$ cat src/rtl/deadlock_report_pkg.sv
// Shared types and width helpers for the deadlock cycle reporter.
// Width helpers are constant functions so they can size ports.
package deadlock_report_pkg;

    typedef enum logic [1:0] {
        IDLE   = 2'd0,
        TRACE  = 2'd1,
        REPORT = 2'd2,
        CLEAR  = 2'd3
    } state_t;

    function automatic int clog2(input int value);
        int r;
        r = 0;
        while ((r < 31) && ((1 << r) < value)) begin
            r = r + 1;
        end
        return r;
    endfunction

    function automatic int at_least_one(input int value);
        return (value < 1) ? 1 : value;
    endfunction

    function automatic int idx_w(input int n);
        return at_least_one(clog2(n));
    endfunction

    function automatic int len_w(input int n);
        return at_least_one(clog2(n + 1));
    endfunction

    // Supports loops of up to 64 processes, which is far beyond any dataflow region.
    function automatic int popcount(input logic [63:0] bits);
        int count;
        count = 0;
        for (int i = 0; i < 64; i++) begin
            if (bits[i]) begin
                count = count + 1;
            end
        end
        return count;
    endfunction

endpackage

$ cat src/rtl/deadlock_cycle_reporter_if.sv
// Report channel from the deadlock collector to its sink (valid/ready).
interface deadlock_cycle_reporter_if
    import deadlock_report_pkg::*;
#(
    parameter int N_PROC = 4
);
    localparam int IDXW = idx_w(N_PROC);
    localparam int LENW = len_w(N_PROC);

    logic            report_valid;
    logic            report_ready;
    logic [IDXW-1:0] report_origin;
    logic [N_PROC-1:0] report_mask;
    logic [LENW-1:0] report_len;

    modport master (
        output report_valid,
        output report_origin,
        output report_mask,
        output report_len,
        input  report_ready
    );

    modport slave (
        input  report_valid,
        input  report_origin,
        input  report_mask,
        input  report_len,
        output report_ready
    );

endinterface

$ cat src/rtl/dl_prio_enc.sv
// Lowest-set-bit priority encoder used to pick the token origin.
module dl_prio_enc
    import deadlock_report_pkg::*;
#(
    parameter int N = 4,
    localparam int IDXW = idx_w(N)
) (
    input  logic [N-1:0]    req,
    output logic [IDXW-1:0] idx,
    output logic            any
);

    // Scan downward so the lowest requesting bit is the last one written.
    always_comb begin
        idx = '0;
        any = 1'b0;
        for (int i = N - 1; i >= 0; i--) begin
            if (req[i]) begin
                idx = IDXW'(i);
                any = 1'b1;
            end
        end
    end

endmodule

$ cat src/rtl/deadlock_cycle_reporter.sv
// Collector end of the deadlock token protocol: confirm a suspected loop, trace
// the token round trip, and publish one report per confirmed deadlock.
module deadlock_cycle_reporter
    import deadlock_report_pkg::*;
#(
    parameter int N_PROC         = 4,
    parameter int CONFIRM_CYCLES = 2,
    parameter int TRACE_TIMEOUT  = 64,
    parameter int CNT_W          = 8
) (
    input  logic              clock,
    input  logic              reset,
    input  logic [N_PROC-1:0] dl_in_vec,
    input  logic [N_PROC-1:0] trace_vld_vec,
    output logic              dl_detect_out,
    output logic [N_PROC-1:0] origin,
    output logic              token_clear,
    output logic              deadlock_seen,
    output logic [CNT_W-1:0]  false_alarm_cnt,
    deadlock_cycle_reporter_if.master report
);

    localparam int IDXW = idx_w(N_PROC);
    localparam int LENW = len_w(N_PROC);
    localparam int TMRW = at_least_one(clog2(TRACE_TIMEOUT));
    localparam int CFW  = at_least_one(clog2(CONFIRM_CYCLES));

    localparam logic [CFW-1:0]  CONFIRM_LAST = CFW'(CONFIRM_CYCLES - 1);
    localparam logic [TMRW-1:0] TIMER_LAST   = TMRW'(TRACE_TIMEOUT - 1);

    state_t            state_reg;
    logic [CFW-1:0]    confirm_cnt_reg;
    logic [TMRW-1:0]   timer_reg;
    logic [N_PROC-1:0] mask_reg;
    logic [IDXW-1:0]   idx_reg;

    logic [IDXW-1:0]   enc_idx;
    logic              enc_any;
    logic [N_PROC-1:0] launch_onehot;
    logic [N_PROC-1:0] mask_next;
    logic              token_back;

    dl_prio_enc #(
        .N (N_PROC)
    ) u_prio_enc (
        .req (dl_in_vec),
        .idx (enc_idx),
        .any (enc_any)
    );

    assign launch_onehot = N_PROC'(1) << enc_idx;
    assign mask_next     = mask_reg | trace_vld_vec;
    // A strobe at the origin on the first TRACE cycle is the launch, not the return.
    assign token_back    = trace_vld_vec[idx_reg] && (timer_reg != '0);

    always_ff @(posedge clock or negedge reset) begin
        if (!reset) begin
            state_reg            <= IDLE;
            confirm_cnt_reg      <= '0;
            timer_reg            <= '0;
            mask_reg             <= '0;
            idx_reg              <= '0;
            dl_detect_out        <= 1'b0;
            origin               <= '0;
            token_clear          <= 1'b0;
            deadlock_seen        <= 1'b0;
            false_alarm_cnt      <= '0;
            report.report_valid  <= 1'b0;
            report.report_origin <= '0;
            report.report_mask   <= '0;
            report.report_len    <= '0;
        end else begin
            token_clear <= 1'b0;
            case (state_reg)
                IDLE: begin
                    if (!enc_any) begin
                        confirm_cnt_reg <= '0;
                    end else if (confirm_cnt_reg == CONFIRM_LAST) begin
                        idx_reg         <= enc_idx;
                        origin          <= launch_onehot;
                        dl_detect_out   <= 1'b1;
                        mask_reg        <= launch_onehot;
                        timer_reg       <= '0;
                        confirm_cnt_reg <= '0;
                        state_reg       <= TRACE;
                    end else begin
                        confirm_cnt_reg <= confirm_cnt_reg + 1'b1;
                    end
                end
                TRACE: begin
                    mask_reg  <= mask_next;
                    timer_reg <= timer_reg + 1'b1;
                    if (token_back) begin
                        report.report_origin <= idx_reg;
                        report.report_mask   <= mask_next;
                        report.report_len    <= LENW'(popcount(64'(mask_next)));
                        report.report_valid  <= 1'b1;
                        state_reg            <= REPORT;
                    end else if (timer_reg == TIMER_LAST) begin
                        if (false_alarm_cnt != '1) begin
                            false_alarm_cnt <= false_alarm_cnt + 1'b1;
                        end
                        token_clear <= 1'b1;
                        state_reg   <= CLEAR;
                    end
                end
                REPORT: begin
                    if (report.report_ready) begin
                        report.report_valid <= 1'b0;
                        deadlock_seen       <= 1'b1;
                        token_clear         <= 1'b1;
                        state_reg           <= CLEAR;
                    end
                end
                CLEAR: begin
                    dl_detect_out   <= 1'b0;
                    origin          <= '0;
                    confirm_cnt_reg <= '0;
                    mask_reg        <= '0;
                    timer_reg       <= '0;
                    state_reg       <= IDLE;
                end
                default: begin
                    state_reg <= IDLE;
                end
            endcase
        end
    end

endmodule

$ cat src/flat_wrapper.sv
// flat-port wrapper written by rule: the top's interface ports become plain ports
module deadlock_cycle_reporter_flat import deadlock_report_pkg::*;
#(
    parameter int N_PROC         = 4,
    parameter int CONFIRM_CYCLES = 2,
    parameter int TRACE_TIMEOUT  = 64,
    parameter int CNT_W          = 8
)
  (clock, reset, dl_in_vec, trace_vld_vec, dl_detect_out, origin, token_clear, deadlock_seen, false_alarm_cnt, report_report_valid, report_report_origin, report_report_mask, report_report_len, report_report_ready);
  deadlock_cycle_reporter_if #(.N_PROC(N_PROC)) report_i ();
  input  logic clock;
  input  logic reset;
  input  logic [N_PROC-1:0] dl_in_vec;
  input  logic [N_PROC-1:0] trace_vld_vec;
  output logic dl_detect_out;
  output logic [N_PROC-1:0] origin;
  output logic token_clear;
  output logic deadlock_seen;
  output logic [CNT_W-1:0] false_alarm_cnt;
  output wire logic [$bits(report_i.report_valid)-1:0] report_report_valid;
  output wire logic [$bits(report_i.report_origin)-1:0] report_report_origin;
  output wire logic [$bits(report_i.report_mask)-1:0] report_report_mask;
  output wire logic [$bits(report_i.report_len)-1:0] report_report_len;
  input wire logic [$bits(report_i.report_ready)-1:0] report_report_ready;
  assign report_report_valid = report_i.report_valid;
  assign report_report_origin = report_i.report_origin;
  assign report_report_mask = report_i.report_mask;
  assign report_report_len = report_i.report_len;
  assign report_i.report_ready = report_report_ready;
  deadlock_cycle_reporter #(.N_PROC(N_PROC), .CONFIRM_CYCLES(CONFIRM_CYCLES), .TRACE_TIMEOUT(TRACE_TIMEOUT), .CNT_W(CNT_W)) u_core (.clock(clock), .reset(reset), .dl_in_vec(dl_in_vec), .trace_vld_vec(trace_vld_vec), .dl_detect_out(dl_detect_out), .origin(origin), .token_clear(token_clear), .deadlock_seen(deadlock_seen), .false_alarm_cnt(false_alarm_cnt), .report(report_i));
endmodule
$ cat config.mk
export PLATFORM = sky130hd
export DESIGN_NAME = deadlock_cycle_reporter_flat
export DESIGN_NICKNAME = d
export VERILOG_FILES = /design/src/rtl/deadlock_report_pkg.sv /design/src/rtl/deadlock_cycle_reporter_if.sv /design/src/rtl/dl_prio_enc.sv /design/src/rtl/deadlock_cycle_reporter.sv /design/src/flat_wrapper.sv
export SDC_FILE = /design/constraint.sdc
export NUM_CORES = 1
export LEC_CHECK = 0
export ABC_AREA = 1
export CAP_MARGIN = 10
export CORE_MARGIN = 2
export CORE_UTILIZATION = 35
export CTS_CLUSTER_SIZE = 8
export DETAILED_ROUTE_END_ITERATION = 7
export HOLD_SLACK_MARGIN = 0.05
export SLEW_MARGIN = 20
export SYNTH_ARGS = -nofsm -noshare
export SYNTH_HDL_FRONTEND = slang
export SYNTH_SLANG_ARGS = --single-unit
$ cat constraint.sdc
create_clock -name clock -period 2.4 [get_ports clock]
set_clock_uncertainty 0.15 [all_clocks]
set_input_delay 0.48 -clock clock [delete_from_list [all_inputs] [get_ports clock]]
set_output_delay 0.48 -clock clock [all_outputs]
set_load 0.1 [all_outputs]
=== Word-level counts from Yosys, hierarchy flattened ===
Index checks and enable logic that the tools add are counted.

* Bits of input ports: 11
* Word-level logic and storage cells: 94
* Register bits: 40

* Order comparisons: 1
* Bitwise gates (word level): 2
* Equality and inequality tests: 10
* Shift operators: 1
* Reduce and logical (&&, ||, !) cells: 14
* Muxes and demuxes: 46
* Add/subtract/negate cells: 6

{| class="wikitable"
|+ Operator list
! kind !! count
|-
| $mux 3 || 9
|-
| $mux 2 || 9
|-
| $pmux 6 s3 || 1
|-
| $mux 1 || 15
|-
| $mux 6 || 2
|-
| $pmux 4 s3 || 1
|-
| $reduce_and 3->1 || 4
|-
| $add 3x2->3 const B || 3
|-
| $add 8x1->8 const B || 1
|-
| $mux 4 || 2
|-
| $ne 8x8->1 const B || 1
|-
| $pmux 1 s2 || 4
|-
| $pmux 2 s4 || 1
|-
| $pmux 4 s2 || 1
|-
| $reduce_and 4->1 || 2
|-
| $add 6x1->6 const B || 1
|-
| $eq 6x6->1 const B || 1
|-
| $ne 2x1->1 const B || 3
|-
| $reduce_bool 6->1 || 1
|-
| $eq 2x2->1 const B || 2
|-
| $or 4x4->4 || 1
|-
| $reduce_and 2->1 || 2
|-
| $reduce_bool 2->1 || 2
|-
| $shl 1x2->4 const A || 1
|-
| other kinds (10) || 10
|}

=== Logic depth before layout (Yosys ltp) ===
Gate-level depths: netlist (run 1).

* Depth in word-level cells: 15
* Depth in mapped cells: 10
* Gate-level depth less buffers: 10

=== Cells and area by module ===
Synthesis (run 1) repeated with hierarchy kept, for this count alone.

* Cells, all modules: 264
* Area, all modules: 2254.7 um^2

{| class="wikitable"
|+ Modules (own cells, without submodules)
! module !! area each (um^2) !! seq. area each (um^2) !! instances !! cells each
|-
| deadlock_cycle_reporter || 2218.4 || 1001.0 || 1 || 256
|-
| dl_prio_enc || 36.3 || 0.0 || 1 || 8
|}

=== Worst setup path before layout (run 1) ===
Ideal clock, no wire load.

* Kind: reg2reg
* Start: register u_core.false_alarm_cnt[0]
* End: register u_core.false_alarm_cnt[6]
* Setup slack: 182 ps
* Path buffers: 1
* Data arrival time: 1993 ps
* Cell stages (with the launch flop): 11
* Required time: 2175 ps
* Clock period less this slack: 2218 ps
* Cell sequence: dfrtp_1 ha_1 nand2_1 nor2_1 nand2_1 nand2_1 inv_1 nand3_2 buf_6 nand2_1 o21ai_2

* Longest elaborated chain between the ends: 2

{| class="wikitable"
|+ RTL lines
! what !! line !! source
|-
| from (decl) || deadlock_cycle_reporter.sv:19 || <nowiki>output logic [CNT_W-1:0] false_alarm_cnt,</nowiki>
|-
| from (signal assigned) || deadlock_cycle_reporter.sv:101 || <nowiki>false_alarm_cnt <= false_alarm_cnt + 1'b1;</nowiki>
|-
| branches (longest 2 deep; another with $add 8x1->8) || -- ||
|}

Parallel ways; which one is timed is not known.
A chain may end at the register's enable or synchronous reset.

=== Worst setup path after layout (run 1) ===
* Start: input trace_vld_vec[0]
* End: register u_core.report.report_len[1]

* Longest elaborated chain between the ends: 14

{| class="wikitable"
|+ RTL lines
! what !! line !! source
|-
| from (decl) || flat_wrapper.sv:14 || <nowiki>input logic [N_PROC-1:0] trace_vld_vec;</nowiki>
|-
| $or 4x4->4 || deadlock_cycle_reporter.sv:52 || <nowiki>assign mask_next = mask_reg | trace_vld_vec;</nowiki>
|-
| $mux 1 || deadlock_report_pkg.sv:38 || <nowiki>if (bits[i]) begin</nowiki>
|-
| $mux 3 || deadlock_cycle_reporter.sv:93 || <nowiki>if (token_back) begin</nowiki>
|-
| $mux 3 || deadlock_cycle_reporter.sv:74 || <nowiki>case (state_reg)</nowiki>
|-
| $add 3x2->3 || deadlock_report_pkg.sv:39 || <nowiki>count = count + 1;</nowiki>
|-
| $mux 3 || deadlock_report_pkg.sv:38 ||
|-
| $mux 3 || deadlock_cycle_reporter.sv:93 ||
|-
| $mux 3 || deadlock_cycle_reporter.sv:74 ||
|-
| $add 3x2->3 || deadlock_report_pkg.sv:39 ||
|-
| $mux 3 || deadlock_report_pkg.sv:38 ||
|-
| $mux 3 || deadlock_cycle_reporter.sv:93 ||
|-
| $mux 3 || deadlock_cycle_reporter.sv:74 ||
|-
| $add 3x2->3 || deadlock_report_pkg.sv:39 ||
|-
| $mux 3 || deadlock_report_pkg.sv:38 ||
|-
| to (signal assigned) || deadlock_cycle_reporter.sv:96 || <nowiki>report.report_len <= LENW'(popcount(64'(mask_next)));</nowiki>
|-
| to (decl) || deadlock_cycle_reporter_if.sv:20 || <nowiki>output report_len,</nowiki>
|}

Parallel ways exist; a longest one is shown, timed or not. The select of a mux whose other input is x is not followed.

==> impl_results.md, run 1 <==
* Synth top area share at 43.79%
* #FFs+latches synth at 40
* DR vias/cell at 4.630
* Row cnt at 29
* Worst-path clk slew at 0.09 ns
* IR drop worst, VDD at 0.8842 mV
* Die H at 84.82 µm
* # clock sinks at 40
* Cell variety after synth at 30
* Pre-antenna DRT Iters at 4
* P&R area growth vs syn at 24.69%
* Power Dens Cells at 1356 nW/µm²
* Initial antenna violation count at 0
* Worst slack at placement at -0.1860 ns
* Avg Inst Size Synth at 8.135 µm²
* CP max FO at 3
* Mapped cell area at 2286 µm²
* Yosys warns at 0
* Final worst-path cycle share at 91.35%
* Fraction of registers with async set/reset at 100.0%
* DR vias at 1875
* Largest net degree at the start of global routing at 41
* Ys flop type: dfrtp_1
* Worst path arrival time at 2.22 ns
* Min Hold Slack at 0.08164 ns
* Filler Cell Count at 645
* Post-Syn Instances at 281
* Global-route wire length before repair at 8010 µm
* Max reg flops at 8
* Leak at 0.001449 µW
* H-tree depth at 2
* Die ar. at 7194 µm²
* Layout cell share with drive strength beyond 1 at 22.26%
* Worst slew pin tran at 0.5199 ns
* GRT Total Usage at 13.74%
* Commonest cells post-synth: 89 x nand2_1, 40 x dfrtp_1, 35 x inv_1, 17 x nor2_1
* DRC violations left at 0
* Core region area at 6350 µm²
* Clock Latency Late Sink at 0.30 ns
* Slew Limit Fails at 0
* Number of port buffers at 35
* Total gr overflow at 0
* Initial Util at 36.00%
* WL/cell at 11.32 µm
* Max-Cap Viols at 0
* Hold WC Path Type: primary input to asynchronous set/reset pin
* Die width at 84.82 µm
* FF-to-FF setup slack at 0.44 ns
* Max transition margin at 65.34%
* Number of global-route vias before repair at 1802
* Critical R2R Launch: u_core.state_reg[1]$_DFFE_PN0P_
* Final WL at 4583 µm
* GPL Wtd Cong at 0.8023
* Root buf cell: clkbuf_8
* FF+latch area at 1001 µm²
* FF-to-FF End: u_core.false_alarm_cnt[7]$_DFFE_PN0P_
* Status: finished clean
* Main area contributors after synthesis: dfrtp_1 44%, nand2_1 15%, ha_1 6.6%
* Multi-input gate area at 1109 µm²
* DP Wirelength at 3424 µm
* CP Class: primary input to flop
* TNS Setup at 0 ns
* Post-synth EDFFs at 0
* Most common cell in the synthesized netlist: nand2_1
* Setup ws final at 0.2076 ns
* Nature of the critical path endpoint: flop
* IO Count at 36
* Final hold violations at 0
* Initial DRC count at 51
* Total chip power at 3865 µW
* Post-synthesis cell type with the largest combined area: dfrtp_1
* Setup violators final at 0
* Post-synthesis sequential area ratio at 43.79%
* Unrepaired setup endpoints after global routing: false
* CTS Buf Count at 5
* Crit path required time at 2.43 ns
* Final #Nets at 350
* Buffer depth of the longest clock path at 2
* Number of diodes at 0
* Worst setup SP type: primary input
* Net Count, Synth at 304
* CTS tree: done
* Worst R2R Path Depth at 7
* Setup bufs post-CTS at 0
* Antenna Violating Nets Remaining at 0
* Crit path time final at 2.192 ns
* Max Clock Freq at 0.4561 GHz
-- power by group --
group	switching [µW]	total, µW	leakage (µW)	internal, µW
registers	132	998	0.000525	866
clock network	249	770	0.0000784	520
logic	1530	2100	0.000845	566
-- critical path, cell delays in order --
cell and delay [ns]:
clkdlybuf4s50_1 0.51, nor2_2 0.07, ha_1 0.33, xor2_1 0.20, inv_1 0.06, ha_1 0.26, nand2_1 0.06, a21boi_1 0.18
o21ai_2 0.07
-- cell type report --
class | count | area share, %
clock buffers | 5 | 2.414
clock inverters | 3 | 3.161
inverters | 38 | 5.004
multi-input cells | 199 | 38.89
flip-flops and latches | 40 | 35.12
well taps | 77 | 3.380
repair buffers | 43 | 12.03
-- how the worst max path moves through the flow --
stage | cells after the start | from | to
global route | 10 | trace_vld_vec[0] | u_core.report.report_len[1]$_DFFE_PN0P_
CTS | 9 | trace_vld_vec[1] | u_core.report.report_len[1]$_DFFE_PN0P_
global placement | 9 | trace_vld_vec[1] | u_core.report.report_len[1]$_DFFE_PN0P_
finish | 9 | trace_vld_vec[0] | u_core.report.report_len[1]$_DFFE_PN0P_
detailed placement | 9 | trace_vld_vec[1] | u_core.report.report_len[1]$_DFFE_PN0P_
floorplan | 10 | u_core.false_alarm_cnt[0]$_DFFE_PN0P_ | u_core.false_alarm_cnt[6]$_DFFE_PN0P_
-- cells by family after synthesis --
kind of cell             count (synthesis)  synth area share [%]
AND/OR/NAND/NOR                        140                 27.20
flip-flops                              40                 43.79
adder cells (fa/ha/maj)                 12                 6.568
buffers and inverters                   42                 7.936
XOR/XNOR                                 9                 3.448
AO/OA/AOI/OAI                           38                 11.06
-- repair_timing --
action,4_1_cts,5_1_grt
resized for setup,0,3
hold buffers,0,0
setup endpoints to repair,0,1
-- routing by layer --
layer  part of all wire [%]  up-vias  global-route usage (%)
met5                      0        -                       0
met4                    1.6        0                   4.762
met3                    4.4        8                   3.307
met2                     46       34                   23.26
met1                     48      854                   17.20
li1                       -      979                       -
-- cell usage in the layout, fill, tap and decap left out, types with 5 or more instances in the layout --
cell,count
a21oi_1,9
ha_1,12
o21ai_0,8
nor2_1,15
nand3_1,13
nand2_1,89
xor2_1,6
nand4_1,5
dfrtp_1,40
clkdlybuf4s50_1,9
inv_1,35
nor2_2,5
o21ai_2,13
buf_4,33
clkbuf_8,5
-- per-stage QoR --
step,area [µm²],util [%],instances
2_1_floorplan,2286,-,281
3_5_place_dp,2686,42.31,397
4_1_cts,2845,44.81,405
6_report,2850,44.89,405
3_3_place_gp,2686,42.31,397
5_1_grt,2850,44.89,405
Power figures use the tool's default switching activity.
==> run 2, diff against run 1 <==
Settings changed: CORE_UTILIZATION 35 to 53, GPL_ROUTABILITY_DRIVEN from default to 0, PLACE_DENSITY from default to 0.79.
==> impl_results.md, run 2 (synthesis results as in run 1) <==
* Status: finished clean (unchanged)
* Worst setup path end: u_core.report.report_len[1]$_DFFE_PN0P_ (unchanged)
* CTS Buf Count at 5 (unchanged)
* Total chip power at 3721 µW (was 3865 µW)
* P&R area growth vs syn at 22.66% (was 24.69%)
* # clock sinks at 40 (unchanged)
* Pre-antenna DRT Iters at 4 (unchanged)
* Setup violators final at 0 (unchanged)
* CP Launch Point: trace_vld_vec[0] (unchanged)
* Final worst-path cycle share at 91.64% (was 91.35%)
* Crit path time final at 2.199 ns (was 2.192 ns)
* Final hold violations at 0 (unchanged)
* DR vias/cell at 5.071 (was 4.630)
* DRC violations left at 0 (unchanged)
* Clock Latency Late Sink at 0.29 ns (was 0.30 ns)
* Leak at 0.001449 µW (about the same)
* Largest net degree at the start of global routing at 25 (was 41)
* CP max FO at 3 (unchanged)
* Slowest CP cell: clkdlybuf4s50_1 (unchanged)
* Multi-input gate area at 1104 µm² (was 1109 µm²)
* Global-route wire length before repair at 8052 µm (was 8010 µm)
* Antenna Violating Nets Remaining at 0 (unchanged)
* Hold WC Path Type: flop to flop (was primary input to asynchronous set/reset pin)
* IR drop worst, VDD at 0.8018 mV (was 0.8842 mV)
* Crit path buf inv count at 2 (unchanged)
* Die width at 69.68 µm (was 84.82 µm)
* Number of port buffers at 35 (unchanged)
* Met2 usage at 34.83% (was 23.26%)
* CTS tree: done (unchanged)
* Filler Cell Count at 335 (was 645)
* Max transition margin at 63.44% (was 65.34%)
* Slew Limit Fails at 0 (unchanged)
* Die H at 69.68 µm (was 84.82 µm)
* GR Util met3 at 5.523% (was 3.307%)
* DP Wirelength at 3370 µm (was 3424 µm)
* Number of global-route vias before repair at 1818 (was 1802)
* Final #Nets at 353 (was 350)
* Nature of the critical path endpoint: flop (unchanged)
* Buffer depth of the longest clock path at 2 (unchanged)
* Critical path cell sequence: clkdlybuf4s50_1 -> nor2_1 -> ha_1 -> xor2_1 -> inv_1 -> ha_1 -> nand2_1 -> a21boi_1 -> o21ai_2 (was clkdlybuf4s50_1 -> nor2_2 -> ha_1 -> xor2_1 -> inv_1 -> ha_1 -> nand2_1 -> a21boi_1 -> o21ai_2)
* H-tree depth at 2 (unchanged)
* GRT Total Usage at 20.74% (was 13.74%)
* Max Clock Freq at 0.4547 GHz (was 0.4561 GHz)
* Slowest cell delay on critical path at 0.43 ns (was 0.51 ns)
* Layout cell share with drive strength beyond 1 at 22.05% (was 22.26%)
* Worst slew pin tran at 0.5484 ns (was 0.5199 ns)
* Worst path arrival time at 2.23 ns (was 2.22 ns)
* Max-Cap Viols at 0 (unchanged)
* CP Class: primary input to flop (unchanged)
* Initial DRC count at 100 (was 51)
* Cell family with most CP delay: adder cells (unchanged)
* Unrepaired setup endpoints after global routing: false (unchanged)
* FF-to-FF setup slack at 0.46 ns (was 0.44 ns)
* Worst R2R Path Depth at 9 (was 7)
* Root buf cell: clkbuf_8 (unchanged)
* Fin util at 68.62% (was 44.89%)
* FF+latch area at 1001 µm² (unchanged)
* Power Dens Cells at 1327 nW/µm² (was 1356 nW/µm²)
* GRT Max-Usage Layer: met2 (unchanged)
* CP dominant cell by count: ha_1 (unchanged)
* Max reg flops at 8 (unchanged)
* DR vias at 1932 (was 1875)
* IO Count at 36 (unchanged)
* Row cnt at 23 (was 29)
* Number of diodes at 0 (unchanged)
* Final WL at 4504 µm (was 4583 µm)
* Critical R2R Launch: u_core.timer_reg[0]$_DFFE_PN0P_ (was u_core.state_reg[1]$_DFFE_PN0P_)
* Total gr overflow at 0 (unchanged)
* CP Depth at 9 (unchanged)
* Commonest cells after routing, fill and taps aside: 89 x nand2_1, 40 x dfrtp_1, 35 x inv_1, 35 x buf_4, 17 x nor2_1 (was 89 x nand2_1, 40 x dfrtp_1, 35 x inv_1)
* Initial antenna violation count at 0 (unchanged)
* Met1 Track Usage GR at 25.75% (was 17.20%)
* Worst setup SP type: primary input (unchanged)
* Crit path required time at 2.43 ns (about the same)
* FF-to-FF End: u_core.false_alarm_cnt[7]$_DFFE_PN0P_ (unchanged)
* Fin area at 2804 µm² (was 2850 µm²)
* Initial Util at 55.94% (was 36.00%)
* Most common cell after layout, fill and taps aside: nand2_1 (unchanged)
* Worst-path clk slew at 0.08 ns (was 0.09 ns)
* Die ar. at 4855 µm² (was 7194 µm²)
* Core region area at 4086 µm² (was 6350 µm²)
* WL/cell at 11.82 µm (was 11.32 µm)
* Placed cell area at 2668 µm² (was 2686 µm²)
## run 2: final cells by class
cell class / count / area share, %
repair buffers: 46 / 13.12
multi-input cells: 199 / 39.36
well taps: 50 / 2.231
clock buffers: 7 / 3.436
inverters: 38 / 5.087
flip-flops and latches: 40 / 35.70
clock inverters: 1 / 1.071
## run 2: layer usage
metal	wire (µm)	up-vias
li1	-	990
met1	2111	895
met2	2145	40
met3	172	7
met4	75	0
met5	0	-
## run 2: worst min-delay path, stage by stage, from the launching register on
cell and delay (ns):
dfrtp_1 0.35, inv_1 0.04, nand2_1 0.05
## run 2: report_power, final
part	leakage [µW]	internal [µW]	total [µW]	switching, µW
sequential	0.000525	866	996	130
clock	0.0000645	367	596	229
combinational	0.000859	572	2130	1560
## run 2: what timing repair did
item	in CTS	in global routing
buffers inserted	0	0
hold buffers	1	0
setup endpoints to repair	0	1
gates resized for setup	0	1
hold endpoints to repair	22	0
## run 2: how the worst min path moves through the flow
stage                                               to  slack [ns]                             start  depth (start not counted)
floorplan           u_core.confirm_cnt_reg$_DFFE_PN0P_        0.03                             reset                          0
global route          u_core.deadlock_seen$_DFFE_PN0N_        0.36  u_core.deadlock_seen$_DFFE_PN0N_                          2
detailed placement    u_core.deadlock_seen$_DFFE_PN0N_        0.31  u_core.deadlock_seen$_DFFE_PN0N_                          2
CTS                   u_core.deadlock_seen$_DFFE_PN0N_        0.33  u_core.deadlock_seen$_DFFE_PN0N_                          2
finish                u_core.deadlock_seen$_DFFE_PN0N_        0.32  u_core.deadlock_seen$_DFFE_PN0N_                          2
global placement          u_core.origin[0]$_DFFE_PN0P_        0.31      u_core.origin[0]$_DFFE_PN0P_                          2
## run 2: per-stage QoR
step / instances / setup TNS [ns] / hold WS (ns) / setup WS (ns)
4_1_cts: 381 / 0 / 0.3261 / 0.1440
3_5_place_dp: 372 / -0.2377 / 0.3058 / -0.1764
2_1_floorplan: 281 / 0 / 0.03441 / 0.1818
3_3_place_gp: 372 / -0.1204 / 0.3111 / -0.1204
6_report: 381 / 0 / 0.3186 / 0.2007
5_1_grt: 381 / 0 / 0.3562 / 0.05674
